[src/rtl/uart_rx_ctrl.sv]
// uart_rx_ctrl: 8N1 UART receive controller with 16x oversampling.
// Owns the baud generator's config and hands bytes out via valid/ready.
//
// Ports:
//   clock, reset      system clock, synchronous active-high reset
//   cfg_baud_rate     requested rate (00=2400 .. 11=19200)
//   cfg_update        one-cycle pulse, captures cfg_baud_rate as pending
//   gen_baud_rate     baud select driven to the generator
//   gen_reset_n       active-low generator reset
//   baud_clk          generator toggle output, rising edge = one 16x tick
//   rx_serial         asynchronous serial line, idle high
//   rx_data/rx_valid  one-entry holding register for the received byte
//   rx_ready          consumer accept
//   framing_err       one-cycle pulse on a bad stop bit
//   overrun_err       one-cycle pulse when a byte is dropped
//   busy              high whenever the controller is not idle
module uart_rx_ctrl (
   input  logic       clock,
   input  logic       reset,
   input  logic [1:0] cfg_baud_rate,
   input  logic       cfg_update,
   output logic [1:0] gen_baud_rate,
   output logic       gen_reset_n,
   input  logic       baud_clk,
   input  logic       rx_serial,
   output logic [7:0] rx_data,
   output logic       rx_valid,
   input  logic       rx_ready,
   output logic       framing_err,
   output logic       overrun_err,
   output logic       busy
);

   typedef enum logic [2:0] {
      IDLE,
      START,
      DATA,
      STOP,
      WAIT_HIGH,
      RECONF
   } state_t;

   state_t state;
   state_t state_nx;

   logic       sync_q;
   logic       line_s;
   logic       baud_clk_q;
   logic       tick;
   logic [3:0] tick_cnt;
   logic [2:0] bit_idx;
   logic [7:0] shreg;
   logic       pend;
   logic [1:0] pend_rate;
   logic       rc_cnt;

   logic cnt_clr;
   logic cnt_inc;
   logic shift_en;
   logic bit_clr;
   logic deliver;
   logic frm_err;
   logic reconf_go;
   logic reconf_done;

   assign tick = baud_clk && !baud_clk_q;

   always_ff @(posedge clock) begin
      if (reset) begin
         state <= IDLE;
      end else begin
         state <= state_nx;
      end
   end

   always_comb begin
      state_nx    = state;
      cnt_clr     = 1'b0;
      cnt_inc     = 1'b0;
      shift_en    = 1'b0;
      bit_clr     = 1'b0;
      deliver     = 1'b0;
      frm_err     = 1'b0;
      reconf_go   = 1'b0;
      reconf_done = 1'b0;
      unique case (state)
         IDLE: begin
            // pending reconfiguration wins over a start edge
            if (pend) begin
               state_nx  = RECONF;
               reconf_go = 1'b1;
            end else if (!line_s) begin
               state_nx = START;
               cnt_clr  = 1'b1;
            end
         end
         START: begin
            if (tick) begin
               if (tick_cnt == 4'd7) begin
                  cnt_clr = 1'b1;
                  if (!line_s) begin
                     state_nx = DATA;
                     bit_clr  = 1'b1;
                  end else begin
                     state_nx = IDLE;
                  end
               end else begin
                  cnt_inc = 1'b1;
               end
            end
         end
         DATA: begin
            if (tick) begin
               if (tick_cnt == 4'd15) begin
                  cnt_clr  = 1'b1;
                  shift_en = 1'b1;
                  if (bit_idx == 3'd7) begin
                     state_nx = STOP;
                  end
               end else begin
                  cnt_inc = 1'b1;
               end
            end
         end
         STOP: begin
            if (tick) begin
               if (tick_cnt == 4'd15) begin
                  cnt_clr = 1'b1;
                  if (line_s) begin
                     deliver  = 1'b1;
                     state_nx = IDLE;
                  end else begin
                     frm_err  = 1'b1;
                     state_nx = WAIT_HIGH;
                  end
               end else begin
                  cnt_inc = 1'b1;
               end
            end
         end
         WAIT_HIGH: begin
            // a held-low line (break) must not look like a new start
            if (line_s) begin
               state_nx = IDLE;
            end
         end
         RECONF: begin
            if (rc_cnt) begin
               reconf_done = 1'b1;
               state_nx    = IDLE;
            end
         end
         default: begin
            state_nx = IDLE;
         end
      endcase
   end

   always_ff @(posedge clock) begin
      if (reset) begin
         sync_q        <= 1'b1;
         line_s        <= 1'b1;
         baud_clk_q    <= 1'b0;
         tick_cnt      <= 4'd0;
         bit_idx       <= 3'd0;
         shreg         <= 8'd0;
         pend          <= 1'b0;
         pend_rate     <= 2'b10;
         rc_cnt        <= 1'b0;
         gen_baud_rate <= 2'b10;
         gen_reset_n   <= 1'b0;
         rx_data       <= 8'd0;
         rx_valid      <= 1'b0;
         framing_err   <= 1'b0;
         overrun_err   <= 1'b0;
         busy          <= 1'b0;
      end else begin
         sync_q <= rx_serial;
         line_s <= sync_q;

         // generator restarts low, so forget its last level
         baud_clk_q <= reconf_go ? 1'b0 : baud_clk;

         if (cnt_clr) begin
            tick_cnt <= 4'd0;
         end else if (cnt_inc) begin
            tick_cnt <= tick_cnt + 4'd1;
         end

         if (bit_clr) begin
            bit_idx <= 3'd0;
         end else if (shift_en) begin
            bit_idx <= bit_idx + 3'd1;
         end

         if (shift_en) begin
            shreg <= {line_s, shreg[7:1]};
         end

         // an update in the entry cycle is newer, keep it pending
         if (cfg_update) begin
            pend      <= 1'b1;
            pend_rate <= cfg_baud_rate;
         end else if (reconf_go) begin
            pend <= 1'b0;
         end

         if (reconf_go) begin
            rc_cnt <= 1'b0;
         end else if (state == RECONF) begin
            rc_cnt <= 1'b1;
         end

         if (reconf_go) begin
            gen_baud_rate <= pend_rate;
         end

         gen_reset_n <= !(reconf_go ||
                          (state == RECONF && !reconf_done));

         framing_err <= frm_err;
         overrun_err <= 1'b0;

         if (deliver) begin
            if (!rx_valid || rx_ready) begin
               rx_data  <= shreg;
               rx_valid <= 1'b1;
            end else begin
               overrun_err <= 1'b1;
            end
         end else if (rx_valid && rx_ready) begin
            rx_valid <= 1'b0;
         end

         busy <= (state_nx != IDLE);
      end
   end

endmodule

[config.mk]
export PLATFORM = sky130hd
export DESIGN_NAME = uart_rx_ctrl
export DESIGN_NICKNAME = d
export VERILOG_FILES = /design/src/rtl/uart_rx_ctrl.sv
export SDC_FILE = /design/constraint.sdc
export NUM_CORES = 1
export LEC_CHECK = 0
export ABC_AREA = 1
export CELL_PAD_IN_SITES_DETAIL_PLACEMENT = 1
export CELL_PAD_IN_SITES_GLOBAL_PLACEMENT = 1
export CORE_ASPECT_RATIO = 1.2
export CORE_MARGIN = 5
export CORE_UTILIZATION = 41
export DETAILED_ROUTE_END_ITERATION = 7
export PLACE_DENSITY = 0.92
export SYNTH_ARGS = -nofsm -noshare
export SYNTH_HDL_FRONTEND = slang
export SYNTH_SLANG_ARGS = --single-unit
[constraint.sdc]
create_clock -name clock -period 4 [get_ports clock]
set_input_delay 0.8 -clock clock [delete_from_list [all_inputs] [get_ports clock]]
set_output_delay 0.8 -clock clock [all_outputs]
set_load 0.1 [all_outputs]
-- Word level (Yosys, flattened, before mapping)
Index checks and enable logic that the tools add are counted.
- logic and storage cells: 97
- register bits: 40
- input bits: 8
- output and inout port bits: 15
- add/subtract/negate cells: 2
- equality and inequality tests: 9
- bitwise logic cells: 4
- mux-type cells: 44
- reduce and logical (&&, ||, !) cells: 21
- operators by type and width (cell ; count):
    $mux 3 ; 12
    $mux 1 ; 28
    $pmux 3 s6 ; 1
    $reduce_or 2->1 ; 5
    $eq 3x3->1 const B ; 3
    $eq 3x2->1 const B ; 2
    $add 4x1->4 const B ; 1
    $eq 4x3->1 const B ; 1
    $eq 4x4->1 const B ; 1
    $logic_not 1->1 ; 4
    $not 1->1 ; 4
    $reduce_and 2->1 ; 2
    $reduce_bool 2->1 ; 2
    $reduce_or 4->1 ; 1
    $add 3x1->3 const B ; 1
    $eq 3x1->1 const B ; 1
    $logic_and 1x1->1 ; 3
    $logic_not 3->1 ; 1
    $pmux 1 s3 ; 1
    $reduce_bool 3->1 ; 1
    $logic_or 1x1->1 ; 2
    $mux 2 ; 1
    $ne 2x1->1 const B ; 1
    $pmux 1 s2 ; 1

-- Depth between registers and ports, before layout
Gate-level depths: netlist of run 1.
- depth in word-level cells: 6
- mapped depth: 9
- depth with buffers taken out: 9

-- Least setup slack after synthesis of run 1
No wires, ideal clock.
- kind: reg-to-reg
- start: register rx_valid
- end: register rx_data[7]
- period minus slack after synthesis: 1773 ps
- data required time: 3930 ps
- setup slack: 2227 ps
- data arrival time: 1703 ps
- setup time: 70 ps
- cell stages (with the launch flop): 5
- path buffers: 0
- path through: dfxtp_1 nand2_1 nand2_2 nand2_1 a21oi_1
- word-level cells in the longest chain between the ends: 3
- ends and longest elaborated chain (element ; line ; text):
    from (decl) ; 27 ; output logic rx_valid,
    from (signal assigned) ; 173 ; rx_valid <= 1'b0;
    from (signal assigned) ; 227 ; rx_valid <= 1'b1;
    from (signal assigned) ; 232 ; rx_valid <= 1'b0;
    $logic_not 1->1 ; 225 ; if (!rx_valid || rx_ready) begin
    $logic_or 1x1->1 ; 225 ;
    $reduce_and 2->1 (no source line) ; - ;
    to (signal assigned) ; 226 ; rx_data <= shreg;
    to (decl) ; 26 ; output logic [7:0] rx_data,
Every way passes these cells.
A chain may end at the register's enable or synchronous reset.

-- Worst setup path after layout of run 1
- start: register rx_valid
- end: output port rx_valid
No word-level cell between the ends.

==> results.tsv, run 1 <==
stage	metric	value	unit
timing	hold_viol	0	
run_status	outcome	finished, final reports clean	
clock_network	ctsRootBufferMaster	clkbuf_8	
route	drt-pass1-iter-count	4	
layout	num_antenna_cells	0	
yosys	syn_area	1620	um2
yosys	synth_nets	224	
place	place_ws	1350	ps
layout	drive_gt1_frac	0.0917	
timing	slew_viol_final	0	
place	hpwl	2.81	mm
pwr	ir_drop	0.000206	V
layout	fin_area	2010	um2
die	start_util	0.419	
grt	grt_pass1_wl	6.53	mm
grt	grt_max_degree	24	
layout	area_growth	23.6	%
clock_network	cts_inserted_buffers	5	
clock_network	cts_htree_levels	2	
pwr	leakagePower	0.789	nW
timing	period_minus_slack	2590	ps
yosys	synth_compound_area_frac	0.0932	
yosys	synth_adder_area_share	0.0231	
setup_path	crit_chain	clkdlybuf4s50_1	
pwr	p_per_area	413	nW/um2
die	coreArea	3880	um2
place	place_congestion	0.760	
timing	slew-limit-headroom	0.334	
setup_path	critPathArrivalTime	1790	ps
timing	max_freq	386	MHz
route	via_count	1438	
route	drt_iter0_markers	63	
clock_network	cts_tree	yes	
layout	fillerInstances	510	
die	rows	25	
timing	finalSetupViolations	0	
clock_network	cts_setup_buffers	0	
yosys	synth_cell_types	23	
clock_network	clock_latency	290	ps
setup_path	cp_max_fo	3	
yosys	synth_warnings	0	
worst_hold_path	hp-class	reg2reg	
yosys	synth_xor_area_frac	0.0108	
setup_path	reg2regPathDepth	8	
clock_network	clockBufferDepth	2	
timing	skew	3.83	ps
route	post-route-drc-count	0	
setup_path	cpMaxStageDelayCell	clkdlybuf4s50_1	
setup_path	path_buf_inv	1	
setup_path	rrSetupSlack	2110	ps
setup_path	cp-endpoint	rx_valid	
route	wire_per_inst	12.6	um
grt	grtUsageTotal	0.161	
clock_network	clock_sinks	40	
route	antenna_left	0	
yosys	synth_seq_cells	40	
timing	worstMarginPinSlew	997	ps
route	drt_wl_total	3.72	mm
clock_network	clk_pin_slew	70	ps
yosys	syn-mean-instance-area	7.62	um2
setup_path	slowest_delay	1140	ps
die	ios	23	
grt	grt_pass1_vias	1458	
worst_hold_path	min_path_cells	1	
setup_path	crit_path_end_kind	primary output	
layout	register_area	801	um2
clock_network	cts_resized	0	
setup_path	worstReg2RegStart	tick_cnt[0]$_SDFFE_PP0P_	
yosys	syn_inst	213	
clock_network	cts_hold_buf	0	
yosys	yosys.area_share.simple	0.317	
job	max-cap-violations	0	
die	die_x	67.5	um
timing	tns	0	ps
die	dieArea	5330	um2
place	port_buffers	22	
layout	nNetsFinal	250	
timing	grt_setup_unrepaired	false	
route	routed_via_density	4.89	
setup_path	required	3200	ps
timing	worst_slack	1410	ps
yosys	ys_seq_area_frac	0.493	
grt	grt_antenna_before_repair	0	
yosys	synth_top_family_by_area	simple AND/OR/NAND/NOR gates	
die	die_y	78.9	um
setup_path	worst-setup-path-type	reg2out	
setup_path	critical_path.top_delay_family	buffers and inverters	
layout	multi_input_area	721	um2
setup_path	critPathLaunch	rx_valid$_SDFFE_PP0P_	
setup_path	cp.depth	1	
setup_path	r2r-end	bit_idx[0]$_SDFFE_PP0P_	
yosys	synthMuxAreaShare	0	
place	placed_area	1900	um2
timing	period_share	0.648	
setup_path	start_kind	flop	
grt	overflow	0	
[Yosys cell counts]
cell / number / share of area
or2_2: 2 / 0.0077
nor2_8: 1 / 0.012
nand2_1: 56 / 0.13
nor2_2: 4 / 0.015
nor2_4: 1 / 0.0069
o21ai_0: 1 / 0.0031
ha_1: 3 / 0.023
nand3_1: 28 / 0.086
dfxtp_1: 40 / 0.49
inv_1: 19 / 0.044
clkinv_1: 1 / 0.0023
a21oi_1: 27 / 0.083
nor2_1: 12 / 0.028
o21ai_1: 1 / 0.0031
buf_2: 1 / 0.0031
inv_2: 2 / 0.0046
or2_0: 1 / 0.0039
clkbuf_1: 2 / 0.0046
buf_4: 1 / 0.0046
xor2_1: 2 / 0.011
nand2_2: 4 / 0.015
nand4_1: 3 / 0.012
o22ai_1: 1 / 0.0039
[kinds of logic after synthesis]
kind of cell               after synthesis
xor gates and xnor gates                 2
buffers and inverters                   26
AOI/OAI and AO/OA                       30
and+or+nand+nor                        112
adders and majority gates                3
DFF                                     40
[cell type report]
cell class | instances | share of cell area
Multi-Input combinational cell | 147 | 0.359
Clock buffer | 6 | 0.0362
Timing Repair Buffer | 23 | 0.113
Tap cell | 54 | 0.0337
Inverter | 22 | 0.0411
Clock inverter | 2 | 0.0175
Sequential cell | 40 | 0.399
[how the worst min path moves through the flow]
| stage | slack [ps] | end | from |
|---|---|---|---|
| 6_report | 420 | line_s$_SDFF_PP1_ | sync_q$_SDFF_PP1_ |
| 2_1_floorplan | 390 | line_s$_SDFF_PP1_ | sync_q$_SDFF_PP1_ |
| 4_1_cts | 430 | line_s$_SDFF_PP1_ | sync_q$_SDFF_PP1_ |
| 3_5_place_dp | 410 | line_s$_SDFF_PP1_ | sync_q$_SDFF_PP1_ |
| 5_1_grt | 430 | line_s$_SDFF_PP1_ | sync_q$_SDFF_PP1_ |
| 3_3_place_gp | 390 | line_s$_SDFF_PP1_ | sync_q$_SDFF_PP1_ |
[sequential cells by signal, indices dropped and copies added, names as in the netlist, 2 cells and up]
signal         count
rx_data            8
shreg              8
tick_cnt           4
bit_idx            3
state              3
gen_baud_rate      2
pend_rate          2
[through the flow]
| step | total power (W) | std cells | hold slack [ps] | util |
|---|---|---|---|---|
| after floorplan | 0.000490 | 213 | 389 | - |
| after global placement | 0.000514 | 286 | 394 | 0.490 |
| after detailed placement | 0.000517 | 286 | 409 | 0.490 |
| after CTS | 0.000838 | 294 | 427 | 0.517 |
| after global routing | 0.000870 | 294 | 434 | 0.517 |
| final | 0.000829 | 294 | 420 | 0.517 |
[cell usage in the layout (no fill, tap or decap), drive strengths merged]
cell | Yosys | routed
nand4 | 3 | 3
xor2 | 2 | 2
o22ai | 1 | 1
bufinv | 0 | 1
ha | 3 | 3
nand2 | 60 | 60
inv | 21 | 21
clkinv | 1 | 2
or2 | 3 | 3
a21oi | 27 | 27
clkdlybuf4s50 | 0 | 22
dfxtp | 40 | 40
nor2 | 18 | 18
nand3 | 28 | 28
clkbuf | 2 | 6
buf | 2 | 1
o21ai | 2 | 2
[metal layers]
| metal | wire length [um] | track usage |
|---|---|---|
| met5 | 0 | 0 |
| met4 | 59 | 0.0730 |
| met3 | 106 | 0.0410 |
| met2 | 1870 | 0.269 |
| met1 | 1690 | 0.189 |
[power by group]
part	internal, W	total (W)	switching, W
registers	0.000409	0.000416	0.00000699
logic	0.0000260	0.0000919	0.0000659
clock network	0.000185	0.000321	0.000136
Power figures use the tool's default switching activity.
==> run 2, diff against run 1 <==
- CORE_UTILIZATION: 41 -> 38
- PLACE_DENSITY: 0.92 -> 0.87
- clock period: 4 -> 2.6 ns (I/O delays scaled with it)
==> run 2 against run 1 <==
  * Critical path depth is 7 higher
  * Via count fell by 1.3%
  * Clock-buffer cell count is 1 lower
  * First-iteration DRC count decreased by 54%
  * Combinational power rose by 49%
  * Die area increased by 6.8%
  * Utilization fell by 4.5 points
  * Sequential share of layout area up 0.48 points
  * Worst setup slack lost 520 ps
  * Hold slack gained 27 ps
  * Routed wire length shrank 2.9%
  * Largest power group unchanged
  * Highest routed layer unchanged
==> results.tsv, run 2 (synthesis gave the netlist of run 1 again) <==
stage	metric	value	unit	change
setup_path	r2r-end	rx_data[2]$_SDFFE_PP0P_		
setup_path	path_buf_inv	3		+2
clock_network	clk_pin_slew	80	ps	about the same
timing	skew	9.00	ps	+5.17 ps
clock_network	cts_hold_buf	0		unchanged
worst_hold_path	min_path_cells	1		unchanged
setup_path	cp_max_fo	10		+7
place	port_buffers	22		unchanged
timing	worstMarginPinSlew	406	ps	-591 ps
setup_path	worst-setup-path-type	in2reg		
clock_network	cts_inserted_buffers	5		unchanged
die	ios	23		unchanged
layout	layout_common_cells	56 x nand2_1, 40 x dfxtp_1, 28 x nand3_1, 27 x a21oi_1, 19 x inv_1		
layout	final_util	0.473		-0.0448
job	max-cap-violations	0		unchanged
pwr	ir_drop	0.000340	V	+65%
grt	grt_pass1_vias	1475		+1.2%
setup_path	critical_path.top_delay_family	buffers and inverters		
route	drt_iter0_markers	29		-54%
setup_path	start_kind	input pin		
setup_path	critPathLaunch	baud_clk		
clock_network	ctsRootBufferMaster	clkbuf_8		
grt	grt_max_degree	23		-4.2%
route	wire_per_inst	12.2	um	-3.9%
setup_path	reg2regPathDepth	8		unchanged
layout	final_common_cell	nand2_1		
grt	grt_antenna_before_repair	0		unchanged
setup_path	slowest_delay	480	ps	-660 ps
place	place_congestion	0.750		-1.4%
die	die_y	81.6	um	+3.4%
die	die_x	69.7	um	+3.3%
timing	max_freq	585	MHz	
timing	slew-limit-headroom	0.730		+0.396
layout	fillerInstances	540		+5.9%
clock_network	clock_latency	300	ps	about the same
route	post-route-drc-count	0		unchanged
timing	grt_setup_unrepaired	false		
setup_path	cpMaxStageDelayCell	clkdlybuf4s50_1		
layout	register_area	801	um2	unchanged
layout	fin_area	1980	um2	-1.2%
route	antenna_left	0		unchanged
worst_hold_path	min_to	line_s$_SDFF_PP1_		
setup_path	required	2820	ps	-380 ps
setup_path	rrSetupSlack	1010	ps	-1100 ps
route	routed_via_density	4.78		-2.2%
run_status	outcome	finished, final reports clean		
timing	whs	447	ps	+26.5 ps
timing	tns	0	ps	unchanged
worst_hold_path	hp-start	sync_q$_SDFF_PP1_		
clock_network	cts_tree	yes		
place	placed_area	1870	um2	-1.4%
worst_hold_path	hp-class	reg2reg		
setup_path	crit_path_end_kind	flop		
clock_network	cts_htree_levels	2		unchanged
setup_path	cp.depth	8		+7
route	drt_wl_total	3.61	mm	-2.9%
route	drt-pass1-iter-count	4		unchanged
setup_path	crit_chain	clkdlybuf4s50_1, inv_1, nor2_4, nand2_2, nor2_2, buf_4, nand2_1, a21oi_1		
timing	period_minus_slack	1710	ps	
setup_path	critPathArrivalTime	1930	ps	+140 ps
route	via_count	1420		-1.3%
grt	overflow	0		unchanged
layout	nNetsFinal	251		+0.40%
grt	grt_pass1_wl	6.22	mm	-4.7%
die	dieArea	5690	um2	+6.8%
place	hpwl	2.64	mm	-6.1%
timing	slew_viol_final	0		unchanged
grt	grtUsageTotal	0.138		-0.0233
timing	finalSetupViolations	0		unchanged
clock_network	clockBufferDepth	2		unchanged
die	start_util	0.387		-0.0317
layout	drive_gt1_frac	0.162		+0.0702
clock_network	clock_sinks	40		unchanged
timing	hold_viol	0		unchanged
layout	top_regs	rx_data x8, shreg x8, tick_cnt x4		
clock_network	cts_resized	0		unchanged
pwr	p_per_area	648	nW/um2	+57%
clock_network	cts_setup_buffers	0		unchanged
layout	area_growth	22.1	%	
die	rows	26		+4.0%
setup_path	worstReg2RegStart	tick_cnt[0]$_SDFFE_PP0P_		
layout	num_antenna_cells	0		unchanged
pwr	leakagePower	0.821	nW	+4.0%
timing	period_share	0.657		
layout	multi_input_area	721	um2	unchanged
die	coreArea	4200	um2	+8.2%
[run 2: changes by cell type in the layout (fill, tap and decap cells not counted)]
cell / previous run / this run
buf_4: 1 / 17
clkdlybuf4s50_1: 22 / 7
clkbuf_1: 1 / 0
clkinvlp_4: 0 / 1
[run 2: cell type report]
class | instances | share of cell area
clock buffers | 5 | 0.0347
clock inverters | 3 | 0.0215
inverters | 22 | 0.0416
multi-input cells | 147 | 0.363
flip-flops and latches | 40 | 0.404
well taps | 56 | 0.0353
repair buffers | 24 | 0.0997
[run 2: worst max path at each step]
stage                     slack (ps)                 endpoint
after global routing             810  bit_idx[2]$_SDFFE_PP0P_
final                            890  bit_idx[2]$_SDFFE_PP0P_
after global placement           650  bit_idx[0]$_SDFFE_PP0P_
after CTS                        900  bit_idx[0]$_SDFFE_PP0P_
after floorplan                  830  rx_data[7]$_SDFFE_PP0P_
after detailed placement         590  bit_idx[0]$_SDFFE_PP0P_
[run 2: per-layer routing]
metal / global-route usage / part of all wire / vias to the layer above
met5: 0 / 0 / -
met4: 0.0632 / 0.017 / 0
met3: 0.0416 / 0.037 / 6
met2: 0.257 / 0.50 / 19
met1: 0.143 / 0.45 / 658
li1: - / - / 737
[run 2: per-stage QoR]
step	setup slack, ps	total power, W	cells
finish	892	0.00129	297
detailed placement	591	0.000792	289
global placement	650	0.000789	289
floorplan	827	0.000753	213
global route	812	0.00134	297
CTS	897	0.00130	297
[run 2: where the power goes]
part	internal, W	switching (W)
combinational	0.0000378	0.0000991
sequential	0.000629	0.0000109
clock	0.000284	0.000224
total	0.000951	0.000334
==> run 3, diff against run 2 <==
- clock period: 2.6 -> 1.6 ns (I/O delays scaled with it)
==> run 3 against run 2 <==
  * Total power increased by 57%
  * Clock-buffer cell count increased by 3
  * Sequential share of layout area decreased by 5.1 points
  * Largest cell class unchanged
  * Highest routed layer unchanged
==> results.tsv, run 3 (synthesis gave the netlist of run 1 again) <==
stage	metric	value	unit	change
run_status	outcome	finished, final reports clean		
die	coreArea	4200	um2	unchanged
layout	layout_common_cells	56 x nand2_1, 37 x dfxtp_1, 28 x nand3_1, 25 x a21oi_1, 19 x inv_1		
route	wire_per_inst	14.3	um	+17%
timing	skew	7.54	ps	-1.46 ps
layout	fillerInstances	492		-8.9%
setup_path	r2r-end	rx_data[4]$_SDFFE_PP0P_		
worst_hold_path	min_path_cells	1		unchanged
route	post-route-drc-count	0		unchanged
timing	slew_viol_final	0		unchanged
setup_path	rrSetupSlack	80	ps	-930 ps
timing	max_freq	660	MHz	
timing	grt_setup_unrepaired	true		
timing	hold_viol	0		unchanged
route	drt-pass1-iter-count	4		unchanged
timing	worstMarginPinSlew	316	ps	-90.0 ps
setup_path	cp_max_fo	6		-4
setup_path	worstReg2RegStart	tick_cnt[1]$_SDFFE_PP0P_		
layout	area_growth	40.8	%	
clock_network	clock_latency	300	ps	about the same
clock_network	clock_sinks	40		unchanged
grt	grtUsageTotal	0.165		+0.0276
worst_hold_path	hp-class	reg2reg		
pwr	leakagePower	0.920	nW	+12%
timing	period_minus_slack	1520	ps	
worst_hold_path	min_to	line_s$_SDFF_PP1_		
pwr	ir_drop	0.000539	V	+59%
grt	grt_pass1_vias	1637		+11%
clock_network	cts_hold_buf	0		unchanged
clock_network	cts_inserted_buffers	5		unchanged
setup_path	critPathArrivalTime	1740	ps	-190 ps
layout	final_common_cell	nand2_1		
layout	top_regs	rx_data x8, shreg x8, tick_cnt x4		
setup_path	required	1830	ps	-990 ps
clock_network	cts_tree	yes		
grt	grt_max_degree	12		-48%
pwr	p_per_area	883	nW/um2	+36%
clock_network	cts_htree_levels	2		unchanged
die	die_x	69.7	um	unchanged
route	drt_iter0_markers	29		unchanged
setup_path	critPathLaunch	tick_cnt[1]$_SDFFE_PP0P_		
route	antenna_left	0		unchanged
place	port_buffers	22		unchanged
job	max-cap-violations	0		unchanged
pwr	power	0.00202	W	+57%
route	drt_wl_total	4.39	mm	+22%
route	via_count	1518		+6.9%
place	place_ws	-142	ps	-733 ps
place	hpwl	3.21	mm	+21%
grt	grt_antenna_before_repair	0		unchanged
setup_path	start_kind	flop		
setup_path	crit_path_end_kind	flop		
grt	overflow	0		unchanged
layout	num_antenna_cells	0		unchanged
die	start_util	0.387		unchanged
worst_hold_path	hp-start	sync_q$_SDFF_PP1_		
timing	finalSetupViolations	0		unchanged
timing	period_share	0.947		
setup_path	worst-setup-path-type	reg2reg		
layout	register_area	807	um2	+0.78%
place	place_congestion	0.771		+2.9%
layout	multi_input_area	752	um2	+4.3%
die	ios	23		unchanged
route	routed_via_density	4.93		+3.1%
die	die_y	81.6	um	unchanged
setup_path	reg2regPathDepth	8		unchanged
die	dieArea	5690	um2	unchanged
layout	drive_gt1_frac	0.218		+0.0564
clock_network	ctsRootBufferMaster	clkbuf_8		
timing	worst_slack	84.7	ps	-807 ps
clock_network	clk_pin_slew	80	ps	about the same
grt	grt_pass1_wl	7.35	mm	+18%
timing	slew-limit-headroom	0.789		+0.0595
die	rows	26		unchanged
layout	nNetsFinal	262		+4.4%
clock_network	clockBufferDepth	2		unchanged
==> run 3: critical path: stages (launching register included) <==
cell	delay, ps
dfxtp_4	370
ha_4	150
nand3_1	90
nor2_2	180
nand2_2	120
nor2_8	170
buf_6	140
nand3_1	70
a21oi_1	150
==> run 3: power breakdown <==
part / leakage (nW) / switching (W) / internal (W)
clock network: 0.0455 / 0.000348 / 0.000352
logic: 0.547 / 0.000171 / 0.0000984
registers: 0.327 / 0.0000262 / 0.00102
==> run 3: area by class of cell <==
cell class	count	area share
Clock buffer	8	0.0394
Inverter	22	0.0361
Tap cell	56	0.0307
Multi-Input combinational cell	147	0.329
Timing Repair Buffer	35	0.212
Sequential cell	40	0.353
==> run 3: metrics by stage <==
stage / hold WS, ps / cell area (um2) / setup TNS, ps / utilization / std cells
after floorplan: 389 / 1630 / 0 / - / 213
final: 414 / 2290 / 0 / 0.545 / 308
after detailed placement: 399 / 2130 / -2370 / 0.508 / 297
after CTS: 418 / 2230 / 0 / 0.530 / 305
after global routing: 426 / 2290 / -18.7 / 0.545 / 308
after global placement: 392 / 2130 / -1320 / 0.508 / 297
==> run 3: worst max path at each step <==
stage | end | slack, ps | cells after the start
after CTS | rx_data[6]$_SDFFE_PP0P_ | 20 | 8
after global placement | bit_idx[0]$_SDFFE_PP0P_ | -90 | 8
final | rx_data[4]$_SDFFE_PP0P_ | 80 | 8
after floorplan | rx_data[7]$_SDFFE_PP0P_ | 200 | 8
after detailed placement | shreg[6]$_SDFFE_PP0P_ | -140 | 9
after global routing | rx_data[6]$_SDFFE_PP0P_ | -10 | 8
==> run 3: what timing repair did <==
| action | CTS | global route |
|---|---|---|
| endpoints found under the setup margin | 1 | 22 |
| pin swaps | 0 | 6 |
| resized for setup | 1 | 11 |
| setup buffers | 0 | 3 |
==> run 3: metal layers <==
metal,global-route usage,wire length [um]
met2,0.335,2490
met4,0.0517,63
met5,0,0
met3,0.0465,119
met1,0.163,1720
